## src/rtl/ramp_code_dac_pkg.sv

```systemverilog
// Shared definitions for the ramp-code DAC: code width common with the
// ramp-compare ADC top, default sample divider and FIFO depth.
package ramp_code_dac_pkg;

    localparam int unsigned DAC_CODE_BITS  = 10;
    localparam int unsigned DAC_SAMPLE_DIV = 1024;
    localparam int unsigned DAC_FIFO_DEPTH = 4;

    typedef logic [DAC_CODE_BITS-1:0] code_t;

endpackage

```

## src/rtl/ramp_code_dac_if.sv

```systemverilog
// Valid/ready sample stream carrying offset-binary codes into the DAC.
interface ramp_code_dac_if
    import ramp_code_dac_pkg::*;
#(
    parameter int unsigned W = DAC_CODE_BITS
) ();

    logic         s_valid;
    logic         s_ready;
    logic [W-1:0] s_code;

    modport master (output s_valid, output s_code, input s_ready);
    modport slave  (input s_valid, input s_code, output s_ready);

endinterface

```

## src/rtl/ramp_dac_fifo.sv

```systemverilog
// Synchronous first-word-fall-through FIFO; the head entry is always visible
// on o_data while the FIFO is not empty.
module ramp_dac_fifo #(
    parameter  int unsigned WIDTH = 10,
    parameter  int unsigned DEPTH = 4,
    localparam int unsigned AW    = $clog2(DEPTH)
) (
    input  logic             clk,
    input  logic             rst_n,
    input  logic             i_push,
    input  logic [WIDTH-1:0] i_data,
    input  logic             i_pop,
    output logic [WIDTH-1:0] o_data,
    output logic [AW:0]      o_level,
    output logic             o_full,
    output logic             o_empty
);

    logic [WIDTH-1:0] r_mem [DEPTH];
    logic [AW-1:0]    r_wr_ptr;
    logic [AW-1:0]    r_rd_ptr;
    logic [AW:0]      r_level;
    logic             w_do_push;
    logic             w_do_pop;

    assign o_full    = (r_level == (AW+1)'(DEPTH));
    assign o_empty   = (r_level == '0);
    assign w_do_push = i_push && !o_full;
    assign w_do_pop  = i_pop && !o_empty;
    assign o_data    = r_mem[r_rd_ptr];
    assign o_level   = r_level;

    // Storage needs no reset: pointers and level define what is valid.
    always_ff @(posedge clk) begin
        if (w_do_push) begin
            r_mem[r_wr_ptr] <= i_data;
        end
    end

    always_ff @(posedge clk or negedge rst_n) begin
        if (!rst_n) begin
            r_wr_ptr <= '0;
            r_rd_ptr <= '0;
            r_level  <= '0;
        end else begin
            if (w_do_push) begin
                r_wr_ptr <= r_wr_ptr + AW'(1);
            end
            if (w_do_pop) begin
                r_rd_ptr <= r_rd_ptr + AW'(1);
            end
            case ({w_do_push, w_do_pop})
                2'b10:   r_level <= r_level + (AW+1)'(1);
                2'b01:   r_level <= r_level - (AW+1)'(1);
                default: r_level <= r_level;
            endcase
        end
    end

endmodule

```

## src/rtl/ramp_code_dac.sv

```systemverilog
// Sample-rate code DAC: FIFO-buffered codes drive a first-order delta-sigma
// bitstream on one pin, to be smoothed by an external RC filter.
module ramp_code_dac
    import ramp_code_dac_pkg::*;
#(
    parameter  int unsigned CODE_BITS  = DAC_CODE_BITS,
    parameter  int unsigned SAMPLE_DIV = DAC_SAMPLE_DIV,
    parameter  int unsigned FIFO_DEPTH = DAC_FIFO_DEPTH,
    localparam int unsigned LVL_BITS   = $clog2(FIFO_DEPTH) + 1,
    localparam int unsigned DIV_BITS   = $clog2(SAMPLE_DIV)
) (
    input  logic                clock,
    input  logic                reset_n,
    input  logic                enable,
    ramp_code_dac_if.slave      s_if,
    input  logic                clear_underrun,
    output logic                dac_out,
    output logic                sample_strobe,
    output logic                underrun,
    output logic [LVL_BITS-1:0] fifo_level
);

    localparam logic [DIV_BITS-1:0] DIV_LAST = DIV_BITS'(SAMPLE_DIV - 1);

    logic [DIV_BITS-1:0]  r_div;
    logic [CODE_BITS-1:0] r_cur_code;
    logic [CODE_BITS-1:0] r_acc;
    logic                 r_dac;
    logic                 r_strobe;
    logic                 r_underrun;

    logic                 w_tick;
    logic                 w_push;
    logic                 w_pop;
    logic                 w_full;
    logic                 w_empty;
    logic [CODE_BITS-1:0] w_head;
    logic [CODE_BITS:0]   w_sum;

    assign s_if.s_ready = !w_full;
    assign w_push       = s_if.s_valid && !w_full;
    assign w_tick       = enable && (r_div == DIV_LAST);
    assign w_pop        = w_tick && !w_empty;
    assign w_sum        = {1'b0, r_acc} + {1'b0, r_cur_code};

    ramp_dac_fifo #(
        .WIDTH (CODE_BITS),
        .DEPTH (FIFO_DEPTH)
    ) u_fifo (
        .clk     (clock),
        .rst_n   (reset_n),
        .i_push  (w_push),
        .i_data  (s_if.s_code),
        .i_pop   (w_pop),
        .o_data  (w_head),
        .o_level (fifo_level),
        .o_full  (w_full),
        .o_empty (w_empty)
    );

    always_ff @(posedge clock or negedge reset_n) begin
        if (!reset_n) begin
            r_div <= '0;
        end else if (!enable || (r_div == DIV_LAST)) begin
            r_div <= '0;
        end else begin
            r_div <= r_div + DIV_BITS'(1);
        end
    end

    // An empty tick keeps the previous code playing and flags the gap.
    always_ff @(posedge clock or negedge reset_n) begin
        if (!reset_n) begin
            r_cur_code <= '0;
            r_strobe   <= 1'b0;
            r_underrun <= 1'b0;
        end else begin
            r_strobe <= w_pop;
            if (w_pop) begin
                r_cur_code <= w_head;
            end
            if (w_tick && w_empty) begin
                r_underrun <= 1'b1;
            end else if (clear_underrun) begin
                r_underrun <= 1'b0;
            end
        end
    end

    // Carry out of the phase accumulator is the output bit.
    always_ff @(posedge clock or negedge reset_n) begin
        if (!reset_n) begin
            r_acc <= '0;
            r_dac <= 1'b0;
        end else if (!enable) begin
            r_acc <= '0;
            r_dac <= 1'b0;
        end else begin
            r_acc <= w_sum[CODE_BITS-1:0];
            r_dac <= w_sum[CODE_BITS];
        end
    end

    assign dac_out       = r_dac;
    assign sample_strobe = r_strobe;
    assign underrun      = r_underrun;

endmodule

```

## src/flat_wrapper.sv

```systemverilog
// flat-port wrapper written by rule: the top's interface ports become plain ports
module ramp_code_dac_flat import ramp_code_dac_pkg::*;
#(
    parameter  int unsigned CODE_BITS  = DAC_CODE_BITS,
    parameter  int unsigned SAMPLE_DIV = DAC_SAMPLE_DIV,
    parameter  int unsigned FIFO_DEPTH = DAC_FIFO_DEPTH,
    localparam int unsigned LVL_BITS   = $clog2(FIFO_DEPTH) + 1,
    localparam int unsigned DIV_BITS   = $clog2(SAMPLE_DIV)
)
  (clock, reset_n, enable, clear_underrun, dac_out, sample_strobe, underrun, fifo_level, s_if_s_valid, s_if_s_code, s_if_s_ready);
  ramp_code_dac_if #(.W((10))) s_if_i ();
  input  logic clock;
  input  logic reset_n;
  input  logic enable;
  input  logic clear_underrun;
  output logic dac_out;
  output logic sample_strobe;
  output logic underrun;
  output logic [LVL_BITS-1:0] fifo_level;
  input wire logic [$bits(s_if_i.s_valid)-1:0] s_if_s_valid;
  input wire logic [$bits(s_if_i.s_code)-1:0] s_if_s_code;
  output wire logic [$bits(s_if_i.s_ready)-1:0] s_if_s_ready;
  assign s_if_i.s_valid = s_if_s_valid;
  assign s_if_i.s_code = s_if_s_code;
  assign s_if_s_ready = s_if_i.s_ready;
  ramp_code_dac #(.CODE_BITS(CODE_BITS), .SAMPLE_DIV(SAMPLE_DIV), .FIFO_DEPTH(FIFO_DEPTH)) u_core (.clock(clock), .reset_n(reset_n), .enable(enable), .s_if(s_if_i), .clear_underrun(clear_underrun), .dac_out(dac_out), .sample_strobe(sample_strobe), .underrun(underrun), .fifo_level(fifo_level));
endmodule
```

## config.mk

```make
export PLATFORM = sky130hd
export DESIGN_NAME = ramp_code_dac_flat
export DESIGN_NICKNAME = d
export VERILOG_FILES = /design/src/rtl/ramp_code_dac_pkg.sv /design/src/rtl/ramp_code_dac_if.sv /design/src/rtl/ramp_dac_fifo.sv /design/src/rtl/ramp_code_dac.sv /design/src/flat_wrapper.sv
export SDC_FILE = /design/constraint.sdc
export NUM_CORES = 1
export LEC_CHECK = 0
export BUFFER_PORTS_ARGS = -buffer_cell sky130_fd_sc_hd__buf_2
export CELL_PAD_IN_SITES_DETAIL_PLACEMENT = 1
export CELL_PAD_IN_SITES_GLOBAL_PLACEMENT = 1
export CORE_UTILIZATION = 35
export CTS_CLUSTER_SIZE = 20
export DETAILED_ROUTE_END_ITERATION = 16
export GPL_ROUTABILITY_DRIVEN = 0
export PLACE_DENSITY_LB_ADDON = 0.15
export RECOVER_POWER = 100
export SLEW_MARGIN = 30
export SYNTH_ARGS = -nofsm -noshare
export SYNTH_HDL_FRONTEND = slang
export SYNTH_SLANG_ARGS = --single-unit
```

## constraint.sdc

```tcl
create_clock -name clock -period 3 [get_ports clock]
set_clock_uncertainty 0.15 [all_clocks]
set_input_delay 0.3 -clock clock [delete_from_list [all_inputs] [get_ports clock]]
set_output_delay 0.3 -clock clock [all_outputs]
set_load 0.05 [all_outputs]
```

==> results of run 1 <==
-- path summary, 6_finish.rpt --
path | startpoint | endpoint | cells after the start
setup / recovery | u_core.r_div[0] | u_core.u_fifo.o_level[2] | 11
hold / removal | s_if_s_code[0] | u_core.u_fifo.r_mem[1][0] | 1
setup reg to reg | u_core.r_div[0] | u_core.u_fifo.o_level[2] | 11
hold reg to reg | u_core.r_div[0] | u_core.r_div[0] | 1
max in group asynchronous | reset_n | u_core.r_acc[3] | 2
min in group asynchronous | reset_n | u_core.u_fifo.o_level[0] | 2
-- cell families after synthesis --
logic type      share of synthesized area (%)
fa+ha+maj                               6.571
buf+inv                                 2.430
mux                                     11.57
simple gates                            10.44
flops                                   60.23
compound gates                          4.929
xor+xnor                                3.833
-- registers in the layout (all words and copies together) (netlist names) --
signal / count
u_core.u_fifo.r_mem: 40
u_core.r_acc: 10
u_core.r_cur_code: 10
u_core.r_div: 10
u_core.u_fifo.o_level: 3
u_core.u_fifo.r_rd_ptr: 2
u_core.u_fifo.r_wr_ptr: 2
u_core.dac_out: 1
u_core.sample_strobe: 1
u_core.underrun: 1
-- cell usage in the layout, fill, tap and decap left out, types with 2 or more instances in the layout --
cell and count:
mux4_2 10, and2_1 3, inv_6 2, dlygate4sd3_1 6, a211oi_1 4, nor2_1 16, nand3_1 7, dfrtp_1 40
clkinvlp_4 2, and4_1 4, nand4_1 3, a211o_1 2, buf_2 3, edfxtp_1 40, clkbuf_1 17, xor2_1 9
clkinv_4 2, nand2_1 12, o21ai_0 4, a21o_1 5, nor3_1 3, mux2_2 2, fa_1 2, mux2i_1 4
mux2_1 9, a21oi_1 5, nand2b_1 4, and3_1 7, clkbuf_8 9, and2_0 2, xnor2_1 7, inv_1 10
ha_1 16
-- worst max-delay path, delay by kind of cell, from the launching register on --
kind                     cells  cell delay, ns
AND/OR/NAND/NOR              5            0.83
buffers and inverters        1            0.06
adder cells (fa/ha/maj)      3            0.79
flip-flops                   1            0.40
XOR/XNOR                     2            0.32
-- per-stage QoR --
step	utilization [%]	cell area, µm²	setup slack, ns	std cells
2_1_floorplan	-	3656	0.07632	248
3_3_place_gp	38.94	3876	0.4750	396
3_5_place_dp	38.94	3876	0.3868	396
4_1_cts	41.49	4130	0.3551	417
5_1_grt	40.81	4063	0.1505	418
6_report	40.81	4063	0.3728	418
-- final cells by class --
type	instances	share of cell area, %
timing repair buffer	27	3.542
clock buffer	9	3.049
multi-input combinational	152	32.21
inverter	10	0.9239
sequential	80	54.20
clock inverter	7	1.971
tap	133	4.096
-- synth_stat cells (all sizes together), types with 7 or more instances --
master / count
dfrtp: 40
nand3: 7
inv: 10
nor2: 17
ha: 16
xor2: 9
edfxtp: 40
xnor2: 7
and3: 7
mux2: 11
mux4: 10
nand2: 12
-- per-layer routing --
metal | vias to the layer above | part of all wire [%] | wire [µm]
met2 | 18 | 48 | 3061
met5 | - | 0 | 0
li1 | 977 | - | -
met4 | 0 | 0.94 | 60
met3 | 5 | 2.0 | 127
met1 | 1024 | 49 | 3155
-- power by group through the flow --
stage               combinational [mW]  clock (mW)  sequential (mW)
floorplan                        0.237           0             1.46
global placement                 0.423           0             1.40
detailed placement               0.433           0             1.41
CTS                              0.440       0.844             1.39
global route                     0.471       0.888             1.40
finish                           0.416       0.816             1.38
==> flow_summary.yaml, run 1 <==
layout:
  area_growth_pct: 11.12
  nFillCells: 1030
  antennaDiodeCount: 0
  multi_input_area_mm2: 0.001309
  register_area_mm2: 0.002202
  layout-drive-gt1-share_pct: 11.93
  final_nets: 313
worst_setup_path:
  crit_path_cell_trace: "ha_1 -> and4_1 -> and2_1 -> nand3_1 -> nor2_1 -> ha_1 -> inv_1 -> fa_1 -> xor2_1 -> nor2_1 -> xor2_1"
  crit_type: "flip-flop to flip-flop"
  critPathArrivalTime_ns: 2.75
  cp_data_required_time_ns: 3.12
  worst_path_max_delay_cell: "dfrtp_1"
  rrSetupSlack_ns: 0.37
  start_kind: "flip-flop"
  endpoint_kind: "flip-flop"
  slowest_delay_ns: 0.40
  worst-path-max-fanout: 4
yosys:
  synth-main-ff-cell: "edfxtp_1"
  synth_cell_types: 45
  synth_area_leaders: "edfxtp_1 (33%), dfrtp_1 (27%), mux4_2 (6.2%)"
  synth.avg_cell_area_um2: 14.74
  synth_top_area_share_pct: 32.85
  yosysTopAreaCell: "edfxtp_1"
  syn_area_mm2: 0.003656
  syn_inst: 248
  yosysWarnings: 0
  async_flop_share_pct: 50.00
  yosysSeqAreaShare_pct: 60.23
  synth_edf_count: 40
  ys_ff_latch: 80
  synthesis.nets: 281
sta:
  finalMaxSlewViolations: 0
  period_share_pct: 87.57
  fmax_mhz: 380.6
  period_minus_slack_ns: 2.627
  relSlewSlack_pct: 33.06
  setup_viol: 0
  fin_tns_setup_ns: 0
  rsz0062_at_grt: "false"
  worst_slew_pin_slew_ns: 1.004
  hold_violations: 0
  whs_ns: 0.08379
placed_design:
  dpl.hpwl_mm: 4.305
  port_buffers: 21
power_and_ir_drop:
  comb_power_share_pct: 15.9
  power_density_mw_per_mm2: 643.8
  p_int_mw: 1.834
  p_leak_nw: 1.723
  vdd_drop_max_uv: 354.5
  seq_power_share_pct: 52.9
  clock_power_share_pct: 31.2
  switching_power_mw: 0.7818
  total_power_mw: 2.616
  swShare_pct: 29.89
routing:
  vias: 2024
  routed_wl_mm: 6.404
  dr.pass1.iters: 4
  viasPerCell: 4.842
  drc_errors: 0
  first_iter_violations: 32
  wl_per_cell_um: 15.32
  antenna_left: 0
floorplan:
  core_area_mm2: 0.009955
  die-height_um: 104.2
  die-area_mm2: 0.01086
  boundaryPins: 22
  rows: 36
  die_w_um: 104.2
  initial_utilization_pct: 36.73
status:
  status: "completed"
grt:
  overflow: 0
  met1_usage_pct: 16.64
  grt_first_pass_wirelength_mm: 10.91
  grt_pass1_vias: 2104
  met2_usage_pct: 21.67
  grt_max_degree: 41
  met3_usage_pct: 3.195
  grt_use_total_pct: 13.10
  antenna_found_initial: 0
  busiest_layer: "met2"
cts:
  clk_pin_slew_ns: 0.09
  clock-root-buffer: "clkbuf_8"
  htree_levels: 3
  postCtsSetupBuffers: 0
  cts_resized: 0
  postCtsHoldBufs: 5
  clk-insertion-delay-late_ns: 0.35
  cts_sinks: 80
  cts_buffers: 9
  cts_buffer_depth: 2
  cts_tree: "yes"
worst_hold_path:
  holdCritPathClass: "input pin to flip-flop"
run:
  cap_viol_max_count: 0
No activity file was read; power rests on OpenSTA's default activity.
==> run 2, diff against run 1 <==
--- a/config.mk
+++ b/config.mk
@@ -8,7 +8,7 @@
 export BUFFER_PORTS_ARGS = -buffer_cell sky130_fd_sc_hd__buf_2
 export CELL_PAD_IN_SITES_DETAIL_PLACEMENT = 1
 export CELL_PAD_IN_SITES_GLOBAL_PLACEMENT = 1
-export CORE_UTILIZATION = 35
+export CORE_UTILIZATION = 51
 export CTS_CLUSTER_SIZE = 20
 export DETAILED_ROUTE_END_ITERATION = 16
 export GPL_ROUTABILITY_DRIVEN = 0
==> run 2 against run 1 <==
Clock-buffer cell count stayed put. Critical path depth unchanged. Non-clock buffer count down 4. Combinational power barely moved. Sequential power about the same. First-iteration DRC count grew to 3.7 times the previous value. Sequential cell count is the same. Wire length shrank 0.11%. Highest routed layer unchanged. Sequential share of layout area increased by 1.2 points.
==> flow_summary.yaml, run 2 (synthesized netlist as in run 1, its figures left out) <==
sta:
  period_share_pct: 87.53
  relSlewSlack_pct: 34.09
  worst_slew_pin_slew_ns: 0.9886
  fin_tns_setup_ns: 0
  finalMaxSlewViolations: 0
  setup_viol: 0
  period_minus_slack_ns: 2.626
  rsz0062_at_grt: "false"
  hold_violations: 0
  fmax_mhz: 380.8
  whs_ns: 0.07256
worst_setup_path:
  endpoint_kind: "flip-flop"
  critPathArrivalTime_ns: 2.75
  rrSetupSlack_ns: 0.37
  crit_type: "flip-flop to flip-flop"
  r2r_end: "u_core.u_fifo.o_level[2]"
  crit_path_cell_trace: "ha_1 -> and4_1 -> and2_1 -> nand3_1 -> nor2_1 -> ha_1 -> inv_1 -> fa_1 -> xor2_1 -> nor2_1 -> xor2_1"
  slowest_delay_ns: 0.40
  cp_data_required_time_ns: 3.12
  worst_path_max_delay_cell: "dfrtp_1"
  r2r-start: "u_core.r_div[0]"
  worstRegToRegCells: 11
  worst-path-max-fanout: 4
  start_kind: "flip-flop"
routing:
  antenna_left: 0
  routed_wl_mm: 6.397
  vias: 2035
  first_iter_violations: 117
  wl_per_cell_um: 16.97
  drc_errors: 0
  viasPerCell: 5.398
  dr.pass1.iters: 4
placed_design:
  port_buffers: 21
  dpl.hpwl_mm: 4.407
  post_dp_cell_area_mm2: 0.003830
layout:
  largest_reg_flops: 40
  antennaDiodeCount: 0
  area_growth_pct: 8.693
  regMostFlops: "u_core.u_fifo.r_mem"
  fin_util_pct: 57.85
  post-route-cell-area_mm2: 0.003974
  layout_common_cells: "dfrtp_1 (40), edfxtp_1 (40), clkbuf_1 (17), nor2_1 (16), ha_1 (16)"
  layout-drive-gt1-share_pct: 12.10
  final_nets: 309
grt:
  grt_first_pass_wirelength_mm: 10.83
  antenna_found_initial: 0
  grt_use_total_pct: 19.45
  overflow: 0
  grt_pass1_vias: 2211
  grt_max_degree: 41
cts:
  cts_buffers: 9
  htree_levels: 3
  postCtsHoldBufs: 2
  cts_sinks: 80
  cts_resized: 0
  cts_tree: "yes"
  clk_pin_slew_ns: 0.09
  postCtsSetupBuffers: 0
  clk-insertion-delay-late_ns: 0.34
  clock-root-buffer: "clkbuf_8"
  cts_buffer_depth: 2
power_and_ir_drop:
  vdd_drop_max_uv: 473.0
  p_leak_nw: 1.710
  power_density_mw_per_mm2: 654.2
  total_power_mw: 2.600
floorplan:
  die_w_um: 86.67
  rows: 30
  core_area_mm2: 0.006869
  die-area_mm2: 0.007511
  boundaryPins: 22
  initial_utilization_pct: 53.22
  die-height_um: 86.67
worst_hold_path:
  holdCritPathClass: "input pin to flip-flop"
  min_from: "s_if_s_code[6]"
  whs_path_depth: 1
  worstHoldEndpoint: "u_core.u_fifo.r_mem[2][6]"
status:
  status: "completed"
run:
  cap_viol_max_count: 0
## run 2: cell count changes in the layout (fill, tap and decap cells not counted)
cell,before,now
clkinv_2,0,1
clkinvlp_4,2,1
dlygate4sd3_1,6,2
## run 2: per-layer routing
metal | GRT usage (%) | vias to the layer above | wire length, µm
met5 | 0 | - | 0
met4 | 5.909 | 0 | 53
met3 | 3.429 | 7 | 122
met2 | 32.83 | 23 | 3237
met1 | 25.92 | 1038 | 2984
li1 | - | 967 | -
## run 2: where the power goes
| group | switching, mW | leakage, nW | total [mW] | internal, mW |
|---|---|---|---|---|
| Combinational | 0.292 | 0.698 | 0.415 | 0.123 |
| Sequential | 0.0674 | 0.911 | 1.38 | 1.32 |
| Clock | 0.411 | 0.100 | 0.802 | 0.392 |
| Total | 0.770 | 1.71 | 2.60 | 1.83 |
## run 2: worst max-delay path by stage
stage	endpoint	from	slack [ns]	cells past startpoint
after floorplan	u_core.u_fifo.o_level[2]	u_core.u_fifo.o_level[2]	0.08	9
after global placement	u_core.u_fifo.o_level[2]	u_core.r_div[0]	0.51	11
after detailed placement	u_core.u_fifo.o_level[2]	u_core.r_div[0]	0.37	11
after CTS	u_core.u_fifo.o_level[2]	u_core.r_div[0]	0.35	11
after global routing	u_core.u_fifo.o_level[2]	u_core.r_div[0]	0.16	11
final	u_core.u_fifo.o_level[2]	u_core.r_div[0]	0.37	11
## run 2: area by class of cell
class / instances / area [µm²]
sequential: 80 / 2202
clock inverter: 7 / 77.57
timing repair buffer: 23 / 103.9
tap: 96 / 120.1
fill: 690 / 2895
clock buffer: 9 / 123.9
inverter: 10 / 37.54
multi-input combinational: 152 / 1309
## run 2: per-stage QoR
stage,instances,worst slack (ns)
floorplan,248,0.07632
global placement,359,0.5061
detailed placement,359,0.3723
CTS,377,0.3526
global route,377,0.1626
finish,377,0.3741
## run 2: critical path, delay by kind of cell (launching register included)
family	cells	cell delay [ns]
adders and majority gates	3	0.79
and+or+nand+nor	5	0.81
DFF	1	0.40
buffers and inverters	1	0.06
xor gates and xnor gates	2	0.32
